File: src/rtl/l2_port_arbiter.sv
// l2_port_arbiter: round-robin arbiter and sequencer for the single-port shared L2 array.
// One read or write strobe is forwarded at a time; completion is signalled by a one-cycle ack.
module l2_port_arbiter #(
  parameter int NCORES  = 4,
  parameter int ADDR_W  = 13,
  parameter int DATA_W  = 64,
  parameter int MEM_LAT = 1
) (
  input  logic                     clock,
  input  logic                     reset,
  input  logic [NCORES-1:0]        req_i,
  input  logic [NCORES-1:0]        req_we_i,
  input  logic [NCORES*ADDR_W-1:0] req_addr_i,
  input  logic [NCORES*DATA_W-1:0] req_wdata_i,
  output logic [NCORES-1:0]        ack_o,
  output logic [DATA_W-1:0]        rdata_o,
  output logic                     busy_o,
  output logic [$clog2(NCORES)-1:0] grant_id_o,
  output logic                     mem_read_o,
  output logic                     mem_write_o,
  output logic [ADDR_W-1:0]        mem_addr_o,
  output logic [DATA_W-1:0]        mem_wdata_o,
  input  logic [DATA_W-1:0]        mem_rdata_i
);
  localparam int IW = $clog2(NCORES);
  localparam int CW = $clog2(MEM_LAT + 1);
  typedef enum logic [1:0] {IDLE, ISSUE, WAIT, ACK} state_t;
  state_t state_q, state_d;
  logic [IW-1:0] ptr_q, ptr_d, grant_q, grant_d, win, idx;
  logic [CW-1:0] cnt_q, cnt_d;
  logic [NCORES-1:0] ack_q, ack_d;
  logic [DATA_W-1:0] rdata_q, rdata_d, wdata_q, wdata_d;
  logic [ADDR_W-1:0] addr_q, addr_d;
  logic we_q, we_d, busy_q, busy_d, rd_q, rd_d, wr_q, wr_d, go, done;
  // scan from the far end so the requester closest to ptr overwrites the others
  always_comb begin
    win = ptr_q;
    idx = '0;
    for (int k = NCORES - 1; k >= 0; k--) begin
      idx = IW'((int'(ptr_q) + k) % NCORES);
      if (req_i[idx]) win = idx;
    end
  end
  assign go   = state_q == IDLE && |req_i;
  assign done = state_q == WAIT && cnt_q == '0;
  always_comb begin
    state_d = state_q;
    case (state_q)
      IDLE:    state_d = go ? ISSUE : IDLE;
      ISSUE:   state_d = WAIT;
      WAIT:    state_d = done ? ACK : WAIT;
      default: state_d = IDLE;
    endcase
  end
  always_comb begin
    grant_d = go ? win : grant_q;
    we_d    = go ? req_we_i[win] : we_q;
    addr_d  = go ? req_addr_i[win*ADDR_W +: ADDR_W] : addr_q;
    wdata_d = go ? req_wdata_i[win*DATA_W +: DATA_W] : wdata_q;
    rd_d    = go && !req_we_i[win];
    wr_d    = go && req_we_i[win];
    cnt_d   = state_q == ISSUE ? CW'(MEM_LAT - 1) : (state_q == WAIT && !done) ? cnt_q - 1'b1 : cnt_q;
    rdata_d = done && !we_q ? mem_rdata_i : rdata_q;
    ack_d   = done ? NCORES'(1) << grant_q : '0;
    ptr_d   = state_q != ACK ? ptr_q : grant_q == IW'(NCORES - 1) ? '0 : grant_q + 1'b1;
    busy_d  = state_d != IDLE;
  end
  always_ff @(posedge clock) begin
    if (reset) begin
      state_q <= IDLE;
      ptr_q   <= '0;
      grant_q <= '0;
      cnt_q   <= '0;
      we_q    <= 1'b0;
      addr_q  <= '0;
      wdata_q <= '0;
      rdata_q <= '0;
      ack_q   <= '0;
      rd_q    <= 1'b0;
      wr_q    <= 1'b0;
      busy_q  <= 1'b0;
    end else begin
      state_q <= state_d;
      ptr_q   <= ptr_d;
      grant_q <= grant_d;
      cnt_q   <= cnt_d;
      we_q    <= we_d;
      addr_q  <= addr_d;
      wdata_q <= wdata_d;
      rdata_q <= rdata_d;
      ack_q   <= ack_d;
      rd_q    <= rd_d;
      wr_q    <= wr_d;
      busy_q  <= busy_d;
    end
  end
  assign ack_o       = ack_q;
  assign rdata_o     = rdata_q;
  assign busy_o      = busy_q;
  assign grant_id_o  = grant_q;
  assign mem_read_o  = rd_q;
  assign mem_write_o = wr_q;
  assign mem_addr_o  = addr_q;
  assign mem_wdata_o = wdata_q;
endmodule
File: config.mk
export PLATFORM = sky130hd
export DESIGN_NAME = l2_port_arbiter
export DESIGN_NICKNAME = d
export VERILOG_FILES = /design/src/rtl/l2_port_arbiter.sv
export SDC_FILE = /design/constraint.sdc
export NUM_CORES = 1
export LEC_CHECK = 0
export CORE_AREA = 3 3 203 205
export CTS_BUF_LIST = sky130_fd_sc_hd__clkbuf_16
export CTS_CLUSTER_SIZE = 8
export DETAILED_ROUTE_END_ITERATION = 16
export DIE_AREA = 0 0 206 208
export GPL_TIMING_DRIVEN = 1
export SETUP_SLACK_MARGIN = 0.1
export SYNTH_ARGS = -nofsm -noshare
export SYNTH_HDL_FRONTEND = slang
export SYNTH_SLANG_ARGS = --single-unit
export TNS_END_PERCENT = 1
File: constraint.sdc
create_clock -name clock -period 1.92 [get_ports clock]
set_input_delay 0.192 -clock clock [delete_from_list [all_inputs] [get_ports clock]]
set_output_delay 0.192 -clock clock [all_outputs]
set_load 0.03 [all_outputs]
Yosys cells after proc, flatten, opt, wreduce, memory -nomap -nowiden
Cells that the tools add are included.

Output and inout bits: 150. Memories kept: 0. ROM bits: 0. Word-level logic and storage cells: 64. Bits in latches: 0. Input bits: 382. RAM bits: 0. Bits in registers: 156.

$mul: 1. Bitwise logic cells: 2. Reductions and logical operators: 14. $lt $le $gt $ge: 5. Shifts and indexed selects: 3. Div/mod/pow operators: 0. $add $sub $neg: 5. Mux-type cells: 18. Eq/ne operators: 4.

Operators by type and width (number): 256-bit by 9-bit variable part select with 64-bit output (1); 52-bit by 7-bit variable part select with 13-bit output (1); 2-bit by 3-bit less-than comparator with 1-bit output, second input constant (5); 1-bit binary-select mux with 2-bit select (5); 2-bit two-way mux (5); 1-bit two-way mux (7); 1-bit logical AND (6); 2-bit by 4-bit multiplier with 6-bit output, second input constant (1); 2-bit one-hot mux with 3 select lines (1); 2-bit by 1-bit adder with 2-bit output, second input constant (2); 2-bit adder, second input constant (2); 2-bit == test, second input constant (2); 2-bit OR reduction (2); 4-bit OR reduction (1); 1-bit by 2-bit left shift with 4-bit output, first input constant (1); 1-bit zero test (3); 2-bit by 1-bit == test with 1-bit output, second input constant (1); 2-bit zero test (1); 2-bit inequality test, second input constant (1); 1-bit inverter (2); 2-bit nonzero test (1); 1-bit subtractor, second input constant (1).

Longest topological paths before layout
Word-level depth: 11. Mapped depth: 9. Gate-level depth less buffers: 6.

Least setup slack after synthesis
Ideal clock, no wire load.

Path type: reg2reg. Start point: reg ptr_q[0]. End point: reg addr_q[0] (netlist: mem_addr_o[0]). Library setup time: 0.128 ns. Data required time: 1.792 ns. Stages on the path, launching flop included: 8. Slack: -0.061 ns. Data arrival time: 1.854 ns. Period minus slack after synthesis: 1.981 ns. Path buffers: 2. Cells stage by stage: dfxtp_1 > and2b_2 > or4_4 > nand2_4 > buf_12 > buf_12 > mux2i_1 > o221ai_2.

Longest elaborated chain between the ends: 9. Elaborated cells between the ends (all ways): 17. Classes of those cells: add/sub (3); mul (1); shift (1); mux (12).

RTL lines: start: declaration (RTL line 29) `logic [IW-1:0] ptr_q, ptr_d, grant_q, grant_d, win, idx;`; start signal: assignment (RTL line 84) `ptr_q <= ptr_d;`; 2-bit adder (RTL line 40) `idx = IW'((int'(ptr_q) + k) % NCORES);`; 1-bit binary-select mux with 2-bit select (RTL line 41) `if (req_i[idx]) win = idx;`; 1-bit two-way mux (implied by the code) (RTL line 41); 2-bit two-way mux (3 in series) (RTL line 41); 2-bit two-way mux * (RTL line 41); 2-bit by 4-bit multiplier with 6-bit output * (RTL line 58) `addr_d = go ? req_addr_i[win*ADDR_W +: ADDR_W] : addr_q;`; 52-bit by 7-bit variable part select with 13-bit output * (RTL line 58); end signal: assignment (RTL line 88) `addr_q <= addr_d;`; end: declaration (RTL line 33) `logic [ADDR_W-1:0] addr_q, addr_d;`.

Every way passes the cells marked *; elsewhere a longest branch is shown, timed or not. The select of a mux whose other input is x is not followed. A chain may end at the register's enable or synchronous reset.

Final worst setup path
Start point: reg ptr_q[0]. End point: reg wdata_q[15] (netlist: mem_wdata_o[15]).

Longest elaborated chain between the ends: 8. Elaborated cells between the ends (all ways): 16. Classes of those cells: add/sub (3); shift (1); mux (12).

RTL lines: 2-bit adder (RTL line 40); 1-bit binary-select mux with 2-bit select (RTL line 41); 1-bit two-way mux (implied by the code) (RTL line 41); 2-bit two-way mux (3 in series) (RTL line 41); 2-bit two-way mux * (RTL line 41); 256-bit by 9-bit variable part select with 64-bit output * (RTL line 59) `wdata_d = go ? req_wdata_i[win*DATA_W +: DATA_W] : wdata_q;`; end signal: assignment (RTL line 89) `wdata_q <= wdata_d;`; end: declaration (RTL line 32) `logic [DATA_W-1:0] rdata_q, rdata_d, wdata_q, wdata_d;`.

Marks and branches as above.

==> metrics.cfg <==
[synth]
synth_area_leaders = dfxtp_1 39%, mux2i_1 20%, o221ai_2 14%
synth_nets = 1169
ys.flop_type = dfxtp_1
synth_cell_type_count = 46
avgSynthCellArea_um2 = 10.4
ys_ff_latch = 156
synth_top_area_cell = dfxtp_1
netlist_instances = 782
yosysTopAreaCellShare_pct = 38.6
netlist_area_um2 = 8100
yosysWarnings = 0
async_flop_share_pct = 0
yosysSeqAreaShare_pct = 38.6
synth_edf_count = 0

[grt]
grt.overflow.total = 0
grt_start_max_net_pins = 65
grt_usage_pct = 16.3
first_global_vias = 8580
antenna_found_initial = 0
grt_pass1_wl_um = 52800

[job]
cap_violations = 0

[timing]
slew_headroom_pct = 62.7
fin_crit_sh_pct = 108
hold_viol_final = 0
setup_viol = 77
rsz0062_at_grt = true
drv_slew = 0
period_needed_ps = 2070
clock.fmax_mhz = 483
finClkSkew_ps = 11.0
setup_ws_ps = -152
tightest_slew_ps = 557
hold_ws_ps = 225

[power_and_ir_drop]
powerDensity_nw_per_um2 = 1120
p_leak_nw = 5.33
p_int_mw = 10.2
ir_drop_uv = 601
p_sw_mw = 6.94
pwr-share-comb_pct = 52.7
swShare_pct = 40.6
clockPowerShare_pct = 19.3
seqPwrFrac_pct = 28.0

[placed_design]
hpwlAfterDp_um = 28100
gp_congestion = 0.817
io_buffers = 531
place_area_um2 = 14000

[worst_hold_path]
min_from = reset
hp-class = primary input to flop
hold_depth = 3
whs_endpoint = mem_read_o

[floorplan]
dieWidth_um = 206
fp-row-count = 73
start_util_pct = 20.4
die_h_um = 208
die_area_um2 = 42800
core_area_um2 = 39600
pin_count = 532

[layout]
drive_above_1_share_pct = 18.3
layout.nets = 1722
nFillCells = 3912
final_core_utilization_pct = 38.4
final_cell_area_um2 = 15200
area_growth_pct = 88.0
antenna_cells = 0

[outcome]
status = complete, but fails checks
violations = negative setup slack

[routing]
drcViolationCount = 0
post_drt_wl_per_cell_um = 19.6
viasPerCell = 4.32
ant_nets = 0
firstDrtPassIters = 4
drtIter0Drc = 336
routed_wl_um = 36800
vias = 8090

[clocking]
clock_path_buffers = 2
clkLatencyLatePin_ps = 430
cts-root-buf = clkbuf_16
cts_buffers = 17
clkSlewWorstSetupHoldPaths_ps = 70
cts.sinks = 156
htreeDepth = 4
cts_tree = built

[critical_path]
rrSetupSlack_ps = -150
worst_ep_required_time_ps = 2230
critical_path_peak_fanout = 6
critPathCaptureType = flop
critPathLaunchType = flop
path_class = flop to flop
r2r_cells = 8
cp.arrival_ps = 2380
r2r_end = mem_wdata_o[15]
r2r-start = ptr_q[0]

[cells in the mapped netlist, types with 2 or more instances]
master / count
nand2_1: 206
mux2i_1: 158
dfxtp_1: 156
o221ai_2: 77
a21oi_1: 65
buf_12: 23
clkbuf_1: 21
nor2_1: 8
clkbuf_4: 6
dlygate4sd1_1: 5
ha_1: 5
buf_6: 4
nor2b_1: 4
inv_1: 3
nand3_1: 3
nor4b_1: 3
and2_1: 2
buf_8: 2
dlymetal6s2s_1: 2
nand2b_1: 2
o211ai_1: 2
[layout by cell type, fill, tap and decap left out, types with 2 or more instances in the layout]
cell / Yosys / layout
mux2i_4: 0 / 11
nor4b_1: 3 / 3
clkinv_4: 0 / 3
dfxtp_1: 156 / 155
ha_1: 5 / 5
inv_1: 3 / 5
o221ai_2: 77 / 77
clkinvlp_4: 0 / 3
clkinv_2: 0 / 2
nor2b_1: 4 / 3
clkdlybuf4s50_1: 0 / 527
buf_16: 0 / 8
a21oi_1: 65 / 65
nand2_8: 0 / 3
buf_6: 4 / 3
nor2_1: 8 / 6
clkbuf_16: 0 / 17
nand3_1: 3 / 3
buf_8: 2 / 5
buf_4: 0 / 31
mux2i_1: 158 / 101
inv_6: 0 / 3
mux2i_2: 0 / 46
o211ai_1: 2 / 2
nand2b_4: 0 / 2
nand2_1: 206 / 206
buf_12: 23 / 19
[state kept, by name, indices dropped and copies added (netlist names)]
register	count
mem_read_o	1
cnt_q	1
busy_o	1
mem_addr_o	13
mem_write_o	1
grant_id_o	2
ack_o	4
mem_wdata_o	64
rdata_o	64
ptr_q	2
state_q	2
we_q	1
[cell families (layout without fill, tap and decap cells)]
group | count (synthesis) | after routing | synth area share (%)
buffers and inverters | 67 | 630 | 9.19
AOI/OAI and AO/OA | 156 | 156 | 19.7
muxes | 158 | 158 | 19.5
adders and majority gates | 5 | 5 | 0.772
and+or+nand+nor | 240 | 242 | 12.2
DFF | 156 | 156 | 38.6
[worst max-delay path, stage by stage (launching register included)]
cell      delay (ps)
dfxtp_2          330
and2b_2          210
or4_4            550
nand2_8          160
buf_12           130
buf_12            90
buf_16           120
mux2i_1          220
o221ai_2         120
[power by group through the flow]
stage | Sequential [mW] | Clock, mW | Combinational [mW]
2_1_floorplan | 6.60 | 0 | 3.23
3_3_place_gp | 4.83 | 0 | 8.65
3_5_place_dp | 4.85 | 0 | 8.71
4_1_cts | 4.80 | 3.47 | 9.01
5_1_grt | 4.90 | 3.57 | 9.57
6_report | 4.79 | 3.30 | 9.03
[worst max path at each step]
stage                     cells after the start              end  startpoint  slack [ps]
after floorplan                               7    mem_addr_o[0]    ptr_q[0]         -40
after global placement                        7  mem_wdata_o[16]    req_i[0]        -530
after detailed placement                      7  mem_wdata_o[17]    req_i[0]        -570
after CTS                                     7   mem_wdata_o[5]    ptr_q[0]        -170
after global routing                          8  mem_wdata_o[18]    ptr_q[0]        -240
final                                         8  mem_wdata_o[15]    ptr_q[0]        -150
[final cells by class]
type | count | area [µm²] | share of cell area (%)
Clock buffer | 17 | 425 | 2.79
Clock inverter | 14 | 123 | 0.805
Inverter | 3 | 11.3 | 0.0740
Multi-Input combinational cell | 561 | 4640 | 30.5
Sequential cell | 156 | 3120 | 20.5
Tap cell | 525 | 657 | 4.31
Timing Repair Buffer | 596 | 6240 | 41.0
[timing repair]
item                                    in CTS  in global routing
hold buffers                                 0                  0
pin swaps                                   12                  2
gates cloned                                 6                  0
resized for setup                           53                 48
buffers inserted                             6                  1
endpoints found under the setup margin      78                100
[metrics by stage]
| stage | cells | setup WS, ps | total power, mW | TNS [ps] |
|---|---|---|---|---|
| after floorplan | 782 | -39.2 | 9.84 | -2360 |
| after global placement | 1828 | -530 | 13.5 | -35680 |
| after detailed placement | 1828 | -575 | 13.6 | -38960 |
| after CTS | 1871 | -167 | 17.3 | -9770 |
| after global routing | 1872 | -244 | 18.0 | -14340 |
| final | 1872 | -152 | 17.1 | -8170 |
[per-layer routing]
metal | global-route usage [%] | vias to the layer above | share of wire [%] | wire length [µm]
met1 | 17.4 | 3781 | 38 | 13900
met5 | 0 | - | 0 | 0
met4 | 4.07 | 0 | 1.7 | 635
met3 | 6.81 | 27 | 9.6 | 3540
li1 | - | 3943 | - | -
met2 | 29.5 | 339 | 51 | 18700
(Power assumes the default switching activity.)
